**src/rtl/sample_loopback_gen_if.sv**
```systemverilog
// Player/sampler bus between the HPS-side streaming ports and the loopback generator.
interface sample_loopback_gen_if #(
  parameter int unsigned WIDTH    = 32,
  parameter int unsigned DEPTH    = 16,
  parameter int unsigned LED_BITS = 4
);
  localparam int unsigned AW = (DEPTH > 1) ? $clog2(DEPTH) : 1;

  logic [1:0]          mode;
  logic [AW-1:0]       delay;
  logic [WIDTH-1:0]    player_data;
  logic                player_active;
  logic                sampler_active;
  logic [WIDTH-1:0]    sampler_data;
  logic                play_enable;
  logic [15:0]         err_count;
  logic [LED_BITS-1:0] led;

  modport master (
    output mode, delay, player_data, player_active, sampler_active,
    input  sampler_data, play_enable, err_count, led
  );

  modport slave (
    input  mode, delay, player_data, player_active, sampler_active,
    output sampler_data, play_enable, err_count, led
  );
endinterface

```
**src/rtl/sample_loopback_gen.sv**
```systemverilog
// Sample source for HPS player/sampler bring-up: delayed loopback, counter, LFSR or zero,
// plus a counter-sequence checker and a heartbeat/error LED.
module sample_loopback_gen #(
  parameter int unsigned WIDTH    = 32,
  parameter int unsigned DEPTH    = 16,
  parameter int unsigned LED_BITS = 4,
  parameter int unsigned DIV_BITS = 24
) (
  input  logic                  clk,
  input  logic                  reset_n,
  sample_loopback_gen_if.slave  lb_if
);
  localparam int unsigned AW   = (DEPTH > 1) ? $clog2(DEPTH) : 1;
  localparam int unsigned FW   = $clog2(DEPTH + 1);
  localparam int unsigned HB_W = DIV_BITS + LED_BITS;

  logic [WIDTH-1:0]    mem [DEPTH];
  logic [AW-1:0]       wptr_q, wptr_d, rd_idx;
  logic [FW-1:0]       fill_q, fill_d;
  logic [WIDTH-1:0]    loop_word;
  logic [WIDTH-1:0]    count_q, count_d;
  logic [31:0]         lfsr_q, lfsr_d;
  logic                lfsr_fb;
  logic [WIDTH-1:0]    sdata_q, sdata_d;
  logic                pen_q, pen_d;
  logic [WIDTH-1:0]    prev_data_q, prev_data_d;
  logic                prev_valid_q, prev_valid_d;
  logic [15:0]         err_q, err_d;
  logic [HB_W-1:0]     hb_q, hb_d;
  logic [LED_BITS-1:0] led_q, led_d;

  // Delay-line storage; fill gating makes reset of the contents unnecessary.
  always_ff @(posedge clk) begin
    if (lb_if.player_active) begin
      mem[wptr_q] <= lb_if.player_data;
    end
  end

  always_comb begin
    wptr_d       = wptr_q;
    fill_d       = fill_q;
    count_d      = count_q;
    lfsr_d       = lfsr_q;
    sdata_d      = '0;
    pen_d        = lb_if.sampler_active;
    prev_data_d  = prev_data_q;
    prev_valid_d = lb_if.player_active;
    err_d        = err_q;
    hb_d         = hb_q + HB_W'(1);

    // Read slot holds the word written D+1 cycles ago; at D=DEPTH-1 it is the slot being overwritten.
    rd_idx    = wptr_q - lb_if.delay - AW'(1);
    loop_word = (fill_q > FW'(lb_if.delay)) ? mem[rd_idx] : '0;
    lfsr_fb   = lfsr_q[31] ^ lfsr_q[21] ^ lfsr_q[1] ^ lfsr_q[0];

    if (lb_if.player_active) begin
      wptr_d      = wptr_q + AW'(1);
      fill_d      = (fill_q == FW'(DEPTH)) ? fill_q : fill_q + FW'(1);
      prev_data_d = lb_if.player_data;
    end else begin
      fill_d = '0;
    end

    if (lb_if.sampler_active) begin
      count_d = count_q + WIDTH'(1);
      lfsr_d  = {lfsr_q[30:0], lfsr_fb};
    end

    case (lb_if.mode)
      2'd0:    sdata_d = loop_word;
      2'd1:    sdata_d = count_q;
      2'd2:    sdata_d = WIDTH'(lfsr_q);
      default: sdata_d = '0;
    endcase

    if ((lb_if.mode == 2'd1) && lb_if.player_active && prev_valid_q &&
        (lb_if.player_data != prev_data_q + WIDTH'(1)) && (err_q != 16'hFFFF)) begin
      err_d = err_q + 16'd1;
    end

    // Computed from next-state values so led always matches the current heartbeat/err_count.
    led_d = (err_d == 16'd0) ? hb_d[HB_W-1 -: LED_BITS] : {LED_BITS{hb_d[DIV_BITS-1]}};
  end

  always_ff @(posedge clk or negedge reset_n) begin
    if (!reset_n) begin
      wptr_q       <= '0;
      fill_q       <= '0;
      count_q      <= '0;
      lfsr_q       <= 32'h0000_0001;
      sdata_q      <= '0;
      pen_q        <= 1'b0;
      prev_data_q  <= '0;
      prev_valid_q <= 1'b0;
      err_q        <= '0;
      hb_q         <= '0;
      led_q        <= '0;
    end else begin
      wptr_q       <= wptr_d;
      fill_q       <= fill_d;
      count_q      <= count_d;
      lfsr_q       <= lfsr_d;
      sdata_q      <= sdata_d;
      pen_q        <= pen_d;
      prev_data_q  <= prev_data_d;
      prev_valid_q <= prev_valid_d;
      err_q        <= err_d;
      hb_q         <= hb_d;
      led_q        <= led_d;
    end
  end

  assign lb_if.sampler_data = sdata_q;
  assign lb_if.play_enable  = pen_q;
  assign lb_if.err_count    = err_q;
  assign lb_if.led          = led_q;
endmodule

```
**src/flat_wrapper.sv**
```systemverilog
// flat-port wrapper written by rule: the top's interface ports become plain ports
module sample_loopback_gen_flat 
#(
  parameter int unsigned WIDTH    = 32,
  parameter int unsigned DEPTH    = 16,
  parameter int unsigned LED_BITS = 4,
  parameter int unsigned DIV_BITS = 24
)
  (clk, reset_n, lb_if_mode, lb_if_delay, lb_if_player_data, lb_if_player_active, lb_if_sampler_active, lb_if_sampler_data, lb_if_play_enable, lb_if_err_count, lb_if_led);
  sample_loopback_gen_if #(.WIDTH(WIDTH), .DEPTH(DEPTH), .LED_BITS(LED_BITS)) lb_if_i ();
  input  logic clk;
  input  logic reset_n;
  input wire logic [$bits(lb_if_i.mode)-1:0] lb_if_mode;
  input wire logic [$bits(lb_if_i.delay)-1:0] lb_if_delay;
  input wire logic [$bits(lb_if_i.player_data)-1:0] lb_if_player_data;
  input wire logic [$bits(lb_if_i.player_active)-1:0] lb_if_player_active;
  input wire logic [$bits(lb_if_i.sampler_active)-1:0] lb_if_sampler_active;
  output wire logic [$bits(lb_if_i.sampler_data)-1:0] lb_if_sampler_data;
  output wire logic [$bits(lb_if_i.play_enable)-1:0] lb_if_play_enable;
  output wire logic [$bits(lb_if_i.err_count)-1:0] lb_if_err_count;
  output wire logic [$bits(lb_if_i.led)-1:0] lb_if_led;
  assign lb_if_i.mode = lb_if_mode;
  assign lb_if_i.delay = lb_if_delay;
  assign lb_if_i.player_data = lb_if_player_data;
  assign lb_if_i.player_active = lb_if_player_active;
  assign lb_if_i.sampler_active = lb_if_sampler_active;
  assign lb_if_sampler_data = lb_if_i.sampler_data;
  assign lb_if_play_enable = lb_if_i.play_enable;
  assign lb_if_err_count = lb_if_i.err_count;
  assign lb_if_led = lb_if_i.led;
  sample_loopback_gen #(.WIDTH(WIDTH), .DEPTH(DEPTH), .LED_BITS(LED_BITS), .DIV_BITS(DIV_BITS)) u_core (.clk(clk), .reset_n(reset_n), .lb_if(lb_if_i));
endmodule
```
**config.mk**
```make
export PLATFORM = sky130hd
export DESIGN_NAME = sample_loopback_gen_flat
export DESIGN_NICKNAME = d
export VERILOG_FILES = /design/src/rtl/sample_loopback_gen_if.sv /design/src/rtl/sample_loopback_gen.sv /design/src/flat_wrapper.sv
export SDC_FILE = /design/constraint.sdc
export NUM_CORES = 1
export LEC_CHECK = 0
export ABC_AREA = 1
export CELL_PAD_IN_SITES_DETAIL_PLACEMENT = 0
export CELL_PAD_IN_SITES_GLOBAL_PLACEMENT = 1
export CORE_ASPECT_RATIO = 1.2
export CORE_MARGIN = 2
export CORE_UTILIZATION = 40
export DETAILED_ROUTE_END_ITERATION = 12
export DONT_BUFFER_PORTS = 1
export GPL_ROUTABILITY_DRIVEN = 0
export PLACE_DENSITY = 0.7
export SLEW_MARGIN = 10
export SYNTH_ARGS = -nofsm -noshare
export SYNTH_HDL_FRONTEND = slang
export SYNTH_SLANG_ARGS = --single-unit
```
**constraint.sdc**
```tcl
create_clock -name clk -period 9 [get_ports clk]
set_clock_uncertainty 0.15 [all_clocks]
set_input_delay 1.8 -clock clk [delete_from_list [all_inputs] [get_ports clk]]
set_output_delay 1.8 -clock clk [all_outputs]
set_load 0.005 [all_outputs]
```
==> summary.txt, run 1 <==
Status: finished clean
Synth area leaders: edfxtp_1, dfrtp_1, nand2_1
Cells after Synth: 2664
Final core utilization: 45.20%
Worst setup EP type: register
Setup TNS: 0 ps
Yosys warns: 0
CTS tree: yes
Post-CTS setup buffer count: 0
Core box area: 74730 um2
Sink Count: 699
CP Class: in -> reg
Nets: 2694
Worst Max-Slew Pin Slew: 1200 ps
CTS Buffer Depth: 3
WHS: 321.0 ps
Endpoints failing hold: 0
Layout area overhead: 12.26%
Synth top area share: 51.10%
DR pass1 iterations: 5
Seq/Total Area, Yosys: 66.66%
Post-synthesis cell area: 30090 um2
Critical path fanouts, max: 106
Slew Limit Fails: 0
Most frequent cell after synthesis: nand2_1
FF+latch count, synth: 699
Hold path depth: 2
First-pass GRT wire length: 124.2 mm
Filler cells: 6784
DRT antenna net count: 0
Max-cap violation count: 0
Initial antenna violation count: 4
Asr flop ratio synth: 26.75%
PD cells: 313.2 nW/um2
Die Wd: 254.4 um
HPWL Detailed: 47.67 mm
Hold Path Class: reg -> reg
Top cells by count, synth: nand2_1, edfxtp_1, a21oi_1, dfrtp_1, inv_1
Max rail drop VDD: 0.2264 mV
DR WL/cell: 22.17 um
Vias in the first global route: 20.26k
CTS Buf Count: 74
Clk slew on worst S/H paths: 60 ps
Achievable Freq: 0.2071 GHz
CTS Hold Bufs: 0
Worst path required time: 9360 ps
IO Port Bufs: 0
Clk_lat worst skew: 630 ps
Setup Viol. Count Final: 0
WP data arrival: 5190 ps
Mean post-synth cell area: 11.29 um2
Die area: 77440 um2
H-tree Lvls: 3
Num ports: 95
Unrepaired setup endpoints after global routing: false
Die outline height: 304.4 um
Vias: 20.07k
Ant. Diodes: 0
CTS root buf: clkbuf_16
Main synth FF type: edfxtp_1
Row cnt: 110
DRC Markers: 0
Grt total ovfl: 0
Fin crit period: 4829 ps
Starting Density: 40.26%
Crit start category: input pin
Largest net degree at the start of global routing: 188
EDFF count, synth: 512
Slew HR: 20.00%
CTS resizes: 0
Yosys cell types: 47
Reg2Reg Depth: 8
Cell taking the most area after synthesis: edfxtp_1
Vias per cell: 5.421
Leak: 12.74 nW
Initial DRC Count: 1802
Mapped Nets: 2724
Share of layout cells above drive strength 1: 9.870%
Detailed Route WL: 82.09 mm
Fin crit share: 53.65%
GR Util All Layers: 21.43%
-- power by group --
group / internal, W / leakage (nW) / total, W / switching [W]
Combinational: 0.00110 / 4.48 / 0.00344 / 0.00233
Clock: 0.00190 / 1.26 / 0.00319 / 0.00129
Sequential: 0.00380 / 7.00 / 0.00394 / 0.000142
-- worst paths after layout --
path,from,end,slack (ps)
max in group asynchronous,reset_n,u_core.hb_q[2]$_DFF_PN0_,7480
min in group asynchronous,reset_n,u_core.lfsr_q[8]$_DFFE_PN0P_,720
max,lb_if_delay[0],u_core.lb_if.sampler_data[20]$_DFF_PN0_,4170
min reg2reg,u_core.lfsr_q[12]$_DFFE_PN0P_,u_core.lfsr_q[13]$_DFFE_PN0P_,320
max reg2reg,u_core.wptr_q[0]$_DFFE_PN0P_,u_core.lb_if.sampler_data[20]$_DFF_PN0_,4900
min,u_core.lfsr_q[12]$_DFFE_PN0P_,u_core.lfsr_q[13]$_DFFE_PN0P_,320
-- critical path, cell delays in order --
cell	delay [ps]
inv_1	50
ha_4	840
buf_4	1050
nand2_1	180
a32o_1	330
nand2_1	60
a21oi_1	70
or3b_2	580
o221ai_1	110
-- cell families (layout without fill, tap and decap cells) --
logic type,count (synthesis),in the layout,synth area share (%)
and+or+nand+nor,1113,1113,16.02
DFF,699,699,66.66
AOI/OAI and AO/OA,429,429,9.694
buffers and inverters,305,336,3.880
xor gates and xnor gates,96,96,2.840
adders and majority gates,18,18,0.7735
muxes,4,4,0.1331
-- layer usage --
layer  vias up  routed length [um]  GRT usage (%)
met5         -                  18              0
met4         2                2253          6.648
met3       123                5181          3.678
met2       616               40430          35.92
met1     10080               34200          28.28
li1       9256                   -              -
-- final cells by class --
cell class,instances,area (um2),share of cell area (%)
clock buffer,87,1939,5.742
clock inverter,50,606.8,1.797
inverter,171,648.1,1.919
multi-input combinational,1660,9030,26.73
sequential,699,20060,59.38
tap,1008,1261,3.734
timing repair buffer,28,235.2,0.6964
-- metrics by stage --
stage          power, W  worst slack [ps]  cell area (um2)  instances
3_3_place_gp   0.007370              3662            31230       3566
4_1_cts         0.01066              4231            33780       3703
6_report        0.01058              4171            33780       3703
2_1_floorplan  0.006372              4636            30090       2664
5_1_grt         0.01116              3979            33780       3703
3_5_place_dp   0.007440              3592            31230       3566
-- placed cells by master (no fill, tap or decap), drive strengths merged, types with 23 or more instances in the layout --
| cell | Yosys | final |
|---|---|---|
| o221ai | 36 | 36 |
| edfxtp | 512 | 512 |
| dfrtp | 186 | 186 |
| nand2 | 825 | 825 |
| nor2 | 116 | 116 |
| buf | 29 | 28 |
| clkinv | 1 | 32 |
| xnor2 | 23 | 23 |
| o21ai | 66 | 66 |
| a21oi | 198 | 198 |
| nand3 | 62 | 62 |
| nor3 | 26 | 26 |
| a32o | 124 | 124 |
| clkbuf | 105 | 87 |
| xor2 | 72 | 72 |
| or3b | 32 | 32 |
| inv | 170 | 175 |
| nand4 | 32 | 32 |
-- registers in the layout (all words and copies together) (netlist names), 4 cells and up --
register                   cells
u_core.mem                   512
u_core.count_q                32
u_core.lb_if.sampler_data     32
u_core.lfsr_q                 32
u_core.prev_data_q            32
u_core.hb_q                   28
u_core.lb_if.err_count        16
u_core.fill_q                  5
u_core.lb_if.led               4
u_core.wptr_q                  4
Power figures use the tool's default switching activity.
==> inputs of run 2 (changes only) <==
Settings changed: ABC_AREA 1 to 0, PLACE_DENSITY 0.7 to 0.69.
Clock period 9 ns to 3.9 ns, I/O delays scaled along.
==> run 2 against run 1 <==
Effect of this change: the run now ends with negative hold slack left; die area down 4.6%; area after synthesis shrank 4.7%; sequential cell count is the same; sequential power is 130% higher; global-route usage is 3.2 points lower; synthesized cell count is 39% lower; first-iteration DRC count shrank 43%; critical path type is now reg -> reg.
==> summary.txt, run 2 <==
R2R setup slack: 120 ps (-4780 ps)
Area after DPL: 30800 um2 (-1.4%)
Achievable Freq: 0.2647 GHz
Seq pwr share: 40.6% (+3.3 points)
Endpoints failing hold: 187 (+187)
Initial DRC Count: 1030 (-43%)
Max-cap violation count: 0 (unchanged)
Leak: 11.88 nW (-6.8%)
Seq/Total Area, Yosys: 69.93% (+3.3 points)
First-pass GRT wire length: 100.7 mm (-19%)
Core box area: 70960 um2 (-5.1%)
Worst setup EP type: register
FF+latch count, synth: 699 (unchanged)
Failing checks: negative hold slack
CTS Buffer Depth: 3 (unchanged)
Most common cell after layout, fill and taps aside: edfxtp_1
WP data arrival: 4120 ps (-1070 ps)
Slew Limit Fails: 0 (unchanged)
Die Wd: 248.4 um (-2.3%)
Internal: 0.01562 W (+130%)
Logic pwr share: 29.5% (-3.0 points)
Num ports: 95 (unchanged)
WHS: -298.0 ps (-619.0 ps)
Setup Viol. Count Final: 0 (unchanged)
DR pass1 iterations: 5 (unchanged)
Ant. Diodes: 0 (unchanged)
Cell taking the most area after synthesis: edfxtp_1
CP max-delay cell: or4_4
Most used cell, CP: buf_4
Switching share of power: 29.39% (-6.2 points)
Yosys cell types: 59 (+26%)
Main synth FF type: edfxtp_1
Starting Density: 40.42% (+0.16 points)
Cell area after layout: 33240 um2 (-1.6%)
Yosys warns: 0 (unchanged)
DRC Markers: 0 (unchanged)
H-tree Lvls: 3 (unchanged)
Clk pwr share: 29.9% (-0.3 points)
Row cnt: 107 (-2.7%)
Die outline height: 297.3 um (-2.3%)
EDFF count, synth: 512 (unchanged)
Largest net degree at the start of global routing: 188 (unchanged)
GR Util All Layers: 18.25% (-3.2 points)
Nets: 1820 (-32%)
CTS root buf: clkbuf_16
Sink Count: 699 (unchanged)
Grt total ovfl: 0 (unchanged)
Hold Path Class: in -> async
Initial antenna violation count: 1 (-3)
Reg2Reg Depth: 15 (+7)
Crit-path cells: ha_2 -> buf_4 -> buf_4 -> o211a_1 -> o32ai_2 -> o311ai_1 -> or4_4 -> nor4_4 -> nand3_4 -> and2_4 -> a211o_1 -> a21o_1 -> nor4_4 -> buf_4 -> mux2_1
RR Endpoint: u_core.lb_if.led[3]$_DFF_PN0_
Slew HR: 26.25% (+6.3 points)
Status: complete, but fails checks
Switching Power: 0.006500 W (+73%)
Fin crit share: 96.85%
CTS Buf Count: 71 (-4.1%)
Critical path fanouts, max: 6 (-94%)
HPWL Detailed: 42.20 mm (-11%)
Asr flop ratio synth: 26.75% (unchanged)
Reg-to-reg startpoint: u_core.prev_data_q[1]$_DFFE_PN0P_
IO Port Bufs: 0 (unchanged)
Final core utilization: 46.84% (+1.6 points)
Mean post-synth cell area: 17.52 um2 (+55%)
Mapped Nets: 1697 (-38%)
Share of layout cells above drive strength 1: 25.61% (+16 points)
Max rail drop VDD: 0.3798 mV (+68%)
Worst Max-Slew Pin Slew: 1101 ps (-98.80 ps)
Crit start category: register
Vias: 15.23k (-24%)
Layout area overhead: 15.89%
Vias in the first global route: 15.70k (-23%)
CP Class: reg -> reg
Top cells by count, synth: edfxtp_1, dfrtp_1, mux4_2, xnor2_1, nand2_1
Unrepaired setup endpoints after global routing: true
Largest register by flop count: u_core.mem
Worst path required time: 4250 ps (-5110 ps)
Clk slew on worst S/H paths: 60 ps (about the same)
Most frequent cells in the layout: edfxtp_1, dfrtp_1, mux4_2
Largest register FFs: 512 (unchanged)
Synth top area share: 53.61% (+2.5 points)
Post-synthesis cell area: 28680 um2 (-4.7%)
DR WL/cell: 24.55 um (+11%)
Detailed Route WL: 67.32 mm (-18%)
Clk_lat worst skew: 630 ps (about the same)
Die area: 73860 um2 (-4.6%)
CTS tree: yes
CP max stage delay: 440 ps (-610 ps)
Most frequent cell after synthesis: edfxtp_1
Cells after Synth: 1637 (-39%)
DRT antenna net count: 0 (unchanged)
Vias per cell: 5.554 (+2.5%)
Fin crit period: 3777 ps
Synth area leaders: edfxtp_1, dfrtp_1, mux4_2
PD cells: 665.4 nW/um2 (+110%)
==> run 2: worst max-delay path by stage <==
stage,from,endpoint
floorplan,lb_if_delay[0],u_core.lb_if.sampler_data[14]$_DFF_PN0_
global placement,lb_if_player_data[2],u_core.lb_if.led[3]$_DFF_PN0_
detailed placement,lb_if_player_data[2],u_core.lb_if.led[2]$_DFF_PN0_
CTS,u_core.prev_data_q[1]$_DFFE_PN0P_,u_core.lb_if.led[1]$_DFF_PN0_
global route,u_core.prev_data_q[1]$_DFFE_PN0P_,u_core.lb_if.led[1]$_DFF_PN0_
finish,u_core.prev_data_q[1]$_DFFE_PN0P_,u_core.lb_if.led[3]$_DFF_PN0_
==> run 2: what timing repair did <==
action | CTS | global route
pin swaps | 13 | 5
setup endpoints to repair | 4 | 4
hold endpoints to repair | 187 | 187
buffers inserted | 8 | 2
gates resized for setup | 9 | 10
cloned | 0 | 0
==> run 2: per-stage QoR <==
stage          power (W)  setup WS [ps]  TNS, ps  std cells  hold WS (ps)
2_1_floorplan    0.01347          14.96        0       1637         283.1
3_3_place_gp     0.01567         -223.4   -892.0       2603         301.1
3_5_place_dp     0.01575         -263.6    -1010       2603         303.5
4_1_cts          0.02242          9.203        0       2740        -327.8
5_1_grt          0.02309         -18.79   -33.90       2742        -311.0
6_report         0.02212          122.8        0       2742        -298.0
==> run 2: cells by family (layout without fill, tap and decap cells) <==
group / after synthesis / after routing / share of synthesized area [%]
adders and majority gates: 18 / 18 / 0.8115
buffers and inverters: 98 / 277 / 1.309
muxes: 232 / 232 / 13.97
xor gates and xnor gates: 129 / 129 / 3.940
and+or+nand+nor: 298 / 298 / 5.698
DFF: 699 / 699 / 69.93
AOI/OAI and AO/OA: 163 / 163 / 4.341
==> run 2: layout make-up <==
cell class                      instances  area (um2)
Multi-Input combinational cell        840        8511
Fill cell                            5954       37720
Timing Repair Buffer                  125        1151
Sequential cell                       699       20060
Inverter                               23       86.33
Tap cell                              926        1159
Clock buffer                           96        1948
Clock inverter                         33       322.8
==> run 2: power groups by stage <==
stage,combinational [W],sequential (W),clock [W]
6_report,0.00652,0.00898,0.00661
5_1_grt,0.00699,0.00904,0.00706
4_1_cts,0.00665,0.00899,0.00678
3_5_place_dp,0.00661,0.00914,0
3_3_place_gp,0.00656,0.00910,0
2_1_floorplan,0.00444,0.00903,0
==> run 2: critical path, delay by kind of cell (launching register included) <==
kind / cells / cell delay, ps
AND/OR/NAND/NOR: 5 / 1260
AO/OA/AOI/OAI: 5 / 880
buffers and inverters: 3 / 440
flip-flops: 1 / 410
multiplexers: 1 / 320
adder cells (fa/ha/maj): 1 / 190
==> run 2: metal layers <==
metal / share of wire (%) / global-route usage, % / vias to the layer above
li1: - / - / 6710
met1: 43 / 24.15 / 8055
met2: 50 / 30.87 / 367
met3: 4.7 / 3.001 / 98
met4: 2.3 / 5.717 / 0
met5: 0 / 0 / -
